## src/rtl/mem_share_arbiter_pkg.sv

```systemverilog
// mem_share_pkg: shared state type, sizes and one-hot owner codes for the memory-share arbiter
package mem_share_pkg;

    localparam int N_REQ = 4;
    localparam int IDX_W = 2;

    localparam logic [N_REQ-1:0] GRANT_1 = 4'b0001;
    localparam logic [N_REQ-1:0] GRANT_2 = 4'b0010;
    localparam logic [N_REQ-1:0] GRANT_3 = 4'b0100;
    localparam logic [N_REQ-1:0] GRANT_4 = 4'b1000;

    typedef enum logic [1:0] {IDLE, OWNED, GAP} state_t;

    // Owner index to the busy_1..busy_4 code the distributor mux decodes
    function automatic logic [N_REQ-1:0] idx_to_grant(input logic [IDX_W-1:0] idx);
        return (idx == 2'd0) ? GRANT_1 :
               (idx == 2'd1) ? GRANT_2 :
               (idx == 2'd2) ? GRANT_3 : GRANT_4;
    endfunction

endpackage

```

## src/rtl/mem_share_arbiter_rr_pick.sv

```systemverilog
// rr_pick: rotating priority encoder, first eligible requester at or above rr_ptr, wrapping 3 -> 0
module rr_pick
    import mem_share_pkg::*;
(
    input  logic [N_REQ-1:0] req_eligible,
    input  logic [IDX_W-1:0] rr_ptr,
    output logic [IDX_W-1:0] win_idx,
    output logic             win_valid
);

    logic [2*N_REQ-1:0] doubled;
    logic [N_REQ-1:0]   rotated;
    logic [IDX_W-1:0]   offset;

    assign doubled = {req_eligible, req_eligible};
    assign rotated = N_REQ'(doubled >> rr_ptr);

    // lowest set bit of the rotated view is the nearest eligible requester above the pointer
    always_comb begin
        offset = '0;
        for (int i = N_REQ - 1; i >= 0; i--)
            if (rotated[i]) offset = IDX_W'(i);
    end

    assign win_idx   = rr_ptr + offset;
    assign win_valid = |req_eligible;

endmodule

```

## src/rtl/mem_share_arbiter.sv

```systemverilog
// mem_share_arbiter: round-robin single-owner arbiter for the shared 12x1024 common word memory.
// Hold-time preemption with requester lockout is built only when MEM_SHARE_ARBITER_TIMEOUT_EN is defined.
module mem_share_arbiter
    import mem_share_pkg::*;
#(
    parameter int GAP_CYCLES = 2,
    parameter int MAX_HOLD   = 1024
) (
    input  logic             clk,
    input  logic             reset,
    input  logic [N_REQ-1:0] req,
    input  logic [N_REQ-1:0] done,
    output logic [N_REQ-1:0] grant,
    output logic [IDX_W-1:0] grant_idx,
    output logic             grant_valid,
    output logic             timeout_err
);

    if (GAP_CYCLES < 1 || GAP_CYCLES > 15 || MAX_HOLD < 2) begin : g_bad_params
        $error("mem_share_arbiter: GAP_CYCLES must be 1..15 and MAX_HOLD at least 2");
    end

    state_t           state, state_n;
    logic [N_REQ-1:0] grant_n, eligible;
    logic [IDX_W-1:0] idx_n, rr_ptr, ptr_n, win_idx;
    logic [3:0]       gap_cnt, gap_n;
    logic             win_valid, owner_release, timeout_hit, tmo_n;

`ifdef MEM_SHARE_ARBITER_TIMEOUT_EN
    localparam int HOLD_W = $clog2(MAX_HOLD);

    logic [HOLD_W-1:0] hold_cnt, hold_n;
    logic [N_REQ-1:0]  lockout, lockout_n;

    assign eligible    = req & ~lockout;
    assign timeout_hit = hold_cnt == HOLD_W'(MAX_HOLD - 1);

    // hold-time counter and the mask keeping a preempted requester out until it drops req
    always_ff @(posedge clk) begin
        if (reset) begin
            hold_cnt <= '0;
            lockout  <= '0;
        end else begin
            hold_cnt <= hold_n;
            lockout  <= lockout_n;
        end
    end
`else
    assign eligible    = req;
    assign timeout_hit = 1'b0;
`endif

    rr_pick u_pick (
        .req_eligible(eligible),
        .rr_ptr      (rr_ptr),
        .win_idx     (win_idx),
        .win_valid   (win_valid)
    );

    // done and req-drop from the owner in the same cycle are a single release
    assign owner_release = !req[grant_idx] || done[grant_idx];

    // next state: arbitrate in IDLE, release or preempt in OWNED, count idle cycles in GAP
    always_comb begin
        state_n = state;
        grant_n = grant;
        idx_n   = grant_idx;
        ptr_n   = rr_ptr;
        gap_n   = gap_cnt;
        tmo_n   = 1'b0;
`ifdef MEM_SHARE_ARBITER_TIMEOUT_EN
        hold_n  = (state == OWNED) ? hold_cnt + 1'b1 : hold_cnt;
`endif
        case (state)
            IDLE: begin
                if (win_valid) begin
                    state_n = OWNED;
                    grant_n = idx_to_grant(win_idx);
                    idx_n   = win_idx;
                    ptr_n   = win_idx + 1'b1;
`ifdef MEM_SHARE_ARBITER_TIMEOUT_EN
                    hold_n  = '0;
`endif
                end
            end
            OWNED: begin
                if (owner_release || timeout_hit) begin
                    state_n = (GAP_CYCLES > 1) ? GAP : IDLE;
                    grant_n = '0;
                    gap_n   = 4'(GAP_CYCLES - 1);
                    tmo_n   = !owner_release;
                end
            end
            GAP: begin
                gap_n   = gap_cnt - 4'd1;
                state_n = (gap_cnt <= 4'd1) ? IDLE : GAP;
            end
            default: state_n = IDLE;
        endcase
`ifdef MEM_SHARE_ARBITER_TIMEOUT_EN
        lockout_n = (lockout & req) | (tmo_n ? grant : '0);
`endif
    end

    // state and registered outputs; reset drops any grant on the same edge with no drain
    always_ff @(posedge clk) begin
        if (reset) begin
            state       <= IDLE;
            grant       <= '0;
            grant_idx   <= '0;
            grant_valid <= 1'b0;
            timeout_err <= 1'b0;
            rr_ptr      <= '0;
            gap_cnt     <= '0;
        end else begin
            state       <= state_n;
            grant       <= grant_n;
            grant_idx   <= idx_n;
            grant_valid <= |grant_n;
            timeout_err <= tmo_n;
            rr_ptr      <= ptr_n;
            gap_cnt     <= gap_n;
        end
    end

endmodule

```

## config.mk

```make
export PLATFORM = sky130hd
export DESIGN_NAME = mem_share_arbiter
export DESIGN_NICKNAME = d
export VERILOG_FILES = /design/src/rtl/mem_share_arbiter_pkg.sv /design/src/rtl/mem_share_arbiter_rr_pick.sv /design/src/rtl/mem_share_arbiter.sv
export SDC_FILE = /design/constraint.sdc
export NUM_CORES = 1
export LEC_CHECK = 0
export CAP_MARGIN = 20
export CORE_AREA = 2 2 40 57
export DETAILED_ROUTE_END_ITERATION = 16
export DIE_AREA = 0 0 42 59
export PLACE_DENSITY = 0.71
export SETUP_SLACK_MARGIN = 0.1
export SLEW_MARGIN = 30
export SYNTH_ARGS = -nofsm -noshare
export SYNTH_HDL_FRONTEND = slang
export SYNTH_SLANG_ARGS = --single-unit
```

## constraint.sdc

```tcl
create_clock -name clk -period 3.3 [get_ports clk]
set_input_delay 0.66 -clock clk [delete_from_list [all_inputs] [get_ports clk]]
set_output_delay 0.66 -clock clk [all_outputs]
set_load 0.02 [all_outputs]
```

# Word level (Yosys, flattened, before mapping)
# Index checks and enable logic that the tools add are counted.
# totals
input_bits	10
reg_bits	16
word_cells	53
out_inout_bits	8
# classes
n_reduce_logical	12
bitwise	2
eq_ne	6
n_mux	20
magnitude_cmp	2
addsub	3
shifts	1
# op_table
cell	count
$mux 4	6
$pmux 4 s2	2
$mux 2	7
$reduce_or 4->1	2
$shr 8x2->4	1
$pmux 2 s3	1
$reduce_and 2->1	3
$bmux 1 s2	2
$eq 2x1->1 const B	2
$eq 2x2->1 const B	2
$le 4x1->1 const B	1
$logic_not 2->1	2
$sub 4x1->4 const B	1
$lt 2x3->1 const B	1
$reduce_or 3->1	1
$add 2x1->2 const B	1
$add 2x2->2	1
$logic_not 1->1	2
$mux 1	2
$ne 2x1->1 const B	1
$ne 2x2->1 const B	1
$not 1->1	2
$reduce_bool 2->1	1
$logic_or 1x1->1	1

# Logic depth before layout (Yosys ltp)
# depth
word_depth	13
ltp_mapped	15

# Hierarchy
# A second synthesis with hierarchy kept.
# hier_totals
cells_unflattened	115
area_unflattened_um2	958.4
# modules_own_cells
module	cells_per_inst	area_each_um2	seq_area_each_um2	n_inst
mem_share_arbiter	88	779.5	320.3	1
rr_pick	27	178.9	0.0	1

# Worst setup path before layout
# OpenSTA, ideal clock, no wires.
# synth_timing
kind	in2reg
from	in req[0]
to	reg grant_valid
cell_stages	14
arrival_ps	2733
n_path_buf	1
setup_ps	117
path_slack_ps	450
path_cell_list	clkbuf_2 nor2_1 a221oi_1 a21oi_1 a211o_1 ha_1 xor2_1 and3_4 nor2_1 inv_1 ha_1 nor2_1 o21ai_0 a22o_1
# synth_via
elab_chain_len	13
# synth_lines
item	line_no	rtl
start, declared	mem_share_arbiter.sv:11	input logic [N_REQ-1:0] req,
$shr 8x2->4	mem_share_arbiter_rr_pick.sv:16	assign rotated = N_REQ'(doubled >> rr_ptr);
$mux 2 (4 in a row)	mem_share_arbiter_rr_pick.sv:22	if (rotated[i]) offset = IDX_W'(i);
$add 2x2->2	mem_share_arbiter_rr_pick.sv:25	assign win_idx = rr_ptr + offset;
$eq 2x2->1	mem_share_arbiter_pkg.sv:18	(idx == 2'd2) ? GRANT_3 : GRANT_4;
$mux 4	mem_share_arbiter_pkg.sv:18	
$mux 4	mem_share_arbiter_pkg.sv:17	(idx == 2'd1) ? GRANT_2 :
$mux 4	mem_share_arbiter_pkg.sv:16	return (idx == 2'd0) ? GRANT_1 :
$mux 4	mem_share_arbiter.sv:76	if (win_valid) begin
$pmux 4 s2 (*)	mem_share_arbiter.sv:74	case (state)
$reduce_or 4->1 (*)	mem_share_arbiter.sv:119	grant_valid <= |grant_n;
end signal, assigned	mem_share_arbiter.sv:119	
end, declared	mem_share_arbiter.sv:15	output logic grant_valid,
# Mark *: on every way between the ends. The rest lies on a longest branch, timed or not. The select of a mux whose other input is x is not followed.
# A chain may end at the register's enable or synchronous reset.

# Worst setup path in the final report
# layout_timing
from	in req[1]
to	reg grant_valid
# Same word-level chain as after synthesis.

==> qor.csv <==
metric,value,unit
finalSetupViolations,0,
drcViolationCount,0,
critPathArrivalTime,3.19,ns
slew_violations,0,
ys_ff_latch,16,
drt_first_pass_iters,4,
cts_sinks,16,
synth_xor_area_frac,0.0282,
peakVddDrop,0.535,mV
grt_max_degree,17,
fmax,333,MHz
synthTopCellsByArea,"dfxtp_1 34%, nor2_1 8.5%, a21oi_1 7.0%",
grt_pass1_wl,3.43,mm
crit_path_end_kind,flop,
synth_warnings,0,
track_usage,0.175,
wl_met1,840,um
worst-path-max-fanout,5,
io_buffers,17,
syn-instance-count,120,
ys_seq_area_frac,0.344,
gp_congestion,0.748,
maxCapViolCount,0,
grt_pass1_vias,828,
avgSynthCellArea,7.77,um^2
critPathLaunchType,input pin,
leakage,0.000485,uW
nets,159,
powerDensity,785,nW/um^2
clkPwrFrac,0.134,
synth_fa_ha_area_frac,0.0671,
power.internal,574,uW
tightest_slew,0.557,ns
fin_cells,164,
areaGrowthSynthToFinish,29.9,%
cts_buffers,3,
wirelength,1.97,mm
yosys.area_share.simple,0.291,
route.vias.total,908,
coreArea,1930,um^2
syn-cell-area,932,um^2
switching_share,0.396,
synth_compound_area_frac,0.200,
final_antenna_net_count,0,
clkTransAtPathRegs,0.09,ns
synth_edf_count,0,
routed.top_layer,met4,
wl_met3,98,um
cts_tree,yes,
antenna_found_initial,0,
drive_above_1_share,0.126,
async_flop_share,0,
muxShareOfSynthArea,0.0242,
nFillCells,191,
fp.dieH,59,um
synth_top_family_by_area,simple AND/OR/NAND/NOR gates,
grt_overflow,0,
synth_top_area_frac,0.344,
route.met2.wl,1.01,mm
htree_levels,1,
wl_per_cell,12.0,um
period_needed,3.00,ns
worstPathRequired,3.49,ns
drt_iter0_markers,24,
cts_root_buf,clkbuf_4,
die_area,2480,um^2
synth_cell_types,34,
die_w,42,um
p_comb_frac,0.537,
run_status,"complete, no violations",
min_path_type,flop to flop,
p_switching,377,uW
worstSkewPairLatency,0.29,ns
synth_common_cells,"21 x nor2_1, 16 x dfxtp_1, 13 x a21oi_1, 6 x nand2_1, 6 x nor2b_1",
clockBufferDepth,2,
ios,18,
path_class,input pin to flop,
rsz0062_at_grt,false,
start_util,0.484,
via_per_inst,5.54,
maxSlewHeadroom,0.628,
seqPwrFrac,0.330,
dp_cells,160,
synth_most_common_cell,nor2_1,
yosys.area.top_type,dfxtp_1,
total_power,950,uW
syn_nets,135,
post-cts-setup-buffers,0,
dpl.hpwl,1.54,mm
fin_crit_sh,0.909,
row_count,19,
finalHoldViolations,0,
diodes,0,
ys.flop_type,dfxtp_1,
finClkSkew,0.00195,ns
through the flow:
step / worst slack [ns] / area [um^2] / hold slack (ns) / utilization / setup TNS, ns
CTS: 0.263 / 1200 / 0.490 / 0.624 / 0
global placement: 0.0237 / 1160 / 0.474 / 0.605 / 0
floorplan: 0.450 / 932 / 0.465 / - / 0
detailed placement: -0.0343 / 1160 / 0.473 / 0.605 / -0.0343
finish: 0.301 / 1210 / 0.491 / 0.629 / 0
global route: 0.0961 / 1210 / 0.511 / 0.629 / 0
what timing repair did:
item / in CTS / in global routing
setup endpoints to repair: 0 / 1
resized for setup: 0 / 2
hold buffers: 0 / 0
layout by cell type (no fill, tap or decap), drive strengths merged, types with 5 or more instances in the layout:
cell and instances:
nand3 5, clkdlybuf4s50 17, buf 8, dfxtp 16, nor2 21, nor2b 6
a21oi 13, ha 5, nand2 6
area by class of cell:
type,instances,area [um^2],share of cell area
multi-input cells,94,583,0.481
flip-flops and latches,16,320,0.264
repair buffers,25,230,0.190
clock buffers,4,36.3,0.0300
well taps,21,26.3,0.0217
inverters,4,15.0,0.0124
power groups by stage:
stage          logic [uW]  registers (uW)  clock network [uW]
6_report              510             313                 127
5_1_grt               572             323                 136
4_1_cts               503             313                 130
3_5_place_dp          500             316                   0
3_3_place_gp          496             314                   0
2_1_floorplan         314             330                   0
per-layer routing:
metal | global-route usage | up-vias
li1 | - | 465
met1 | 0.203 | 417
met2 | 0.319 | 20
met3 | 0.0305 | 6
met4 | 0.0645 | 0
met5 | 0 | -
registers in the layout, summed over array words and instances, names as in the netlist:
signal / count
gap_cnt: 4
grant: 4
grant_idx: 2
rr_ptr: 2
state: 2
grant_valid: 1
timeout_err: 1
logic make-up after synthesis:
kind of cell,Yosys count
AND/OR/NAND/NOR,54
buffers and inverters,10
XOR/XNOR,3
adder cells (fa/ha/maj),5
multiplexers,1
flip-flops,16
other,1
AO/OA/AOI/OAI,30
worst max-delay path, stage by stage:
cell and delay [ns]:
clkdlybuf4s50_1 0.56, nor2b_1 0.07, a221oi_1 0.24, a21oi_1 0.06, a211o_1 0.23, ha_1 0.20
xor2_2 0.16, and3_4 0.20, nor2_2 0.13, inv_1 0.06, ha_1 0.20, nor2_1 0.09
o21ai_0 0.08, a22o_1 0.23
path summary, 6_finish.rpt:
check                           startpoint  cells after the start          end  slack, ns
worst max-delay path                req[1]                     14  grant_valid       0.30
worst min-delay path              grant[0]                      2     grant[0]       0.49
worst max register to register   rr_ptr[0]                     13  grant_valid       0.61
worst min register to register    grant[0]                      2     grant[0]       0.49
(Power assumes the default switching activity.)
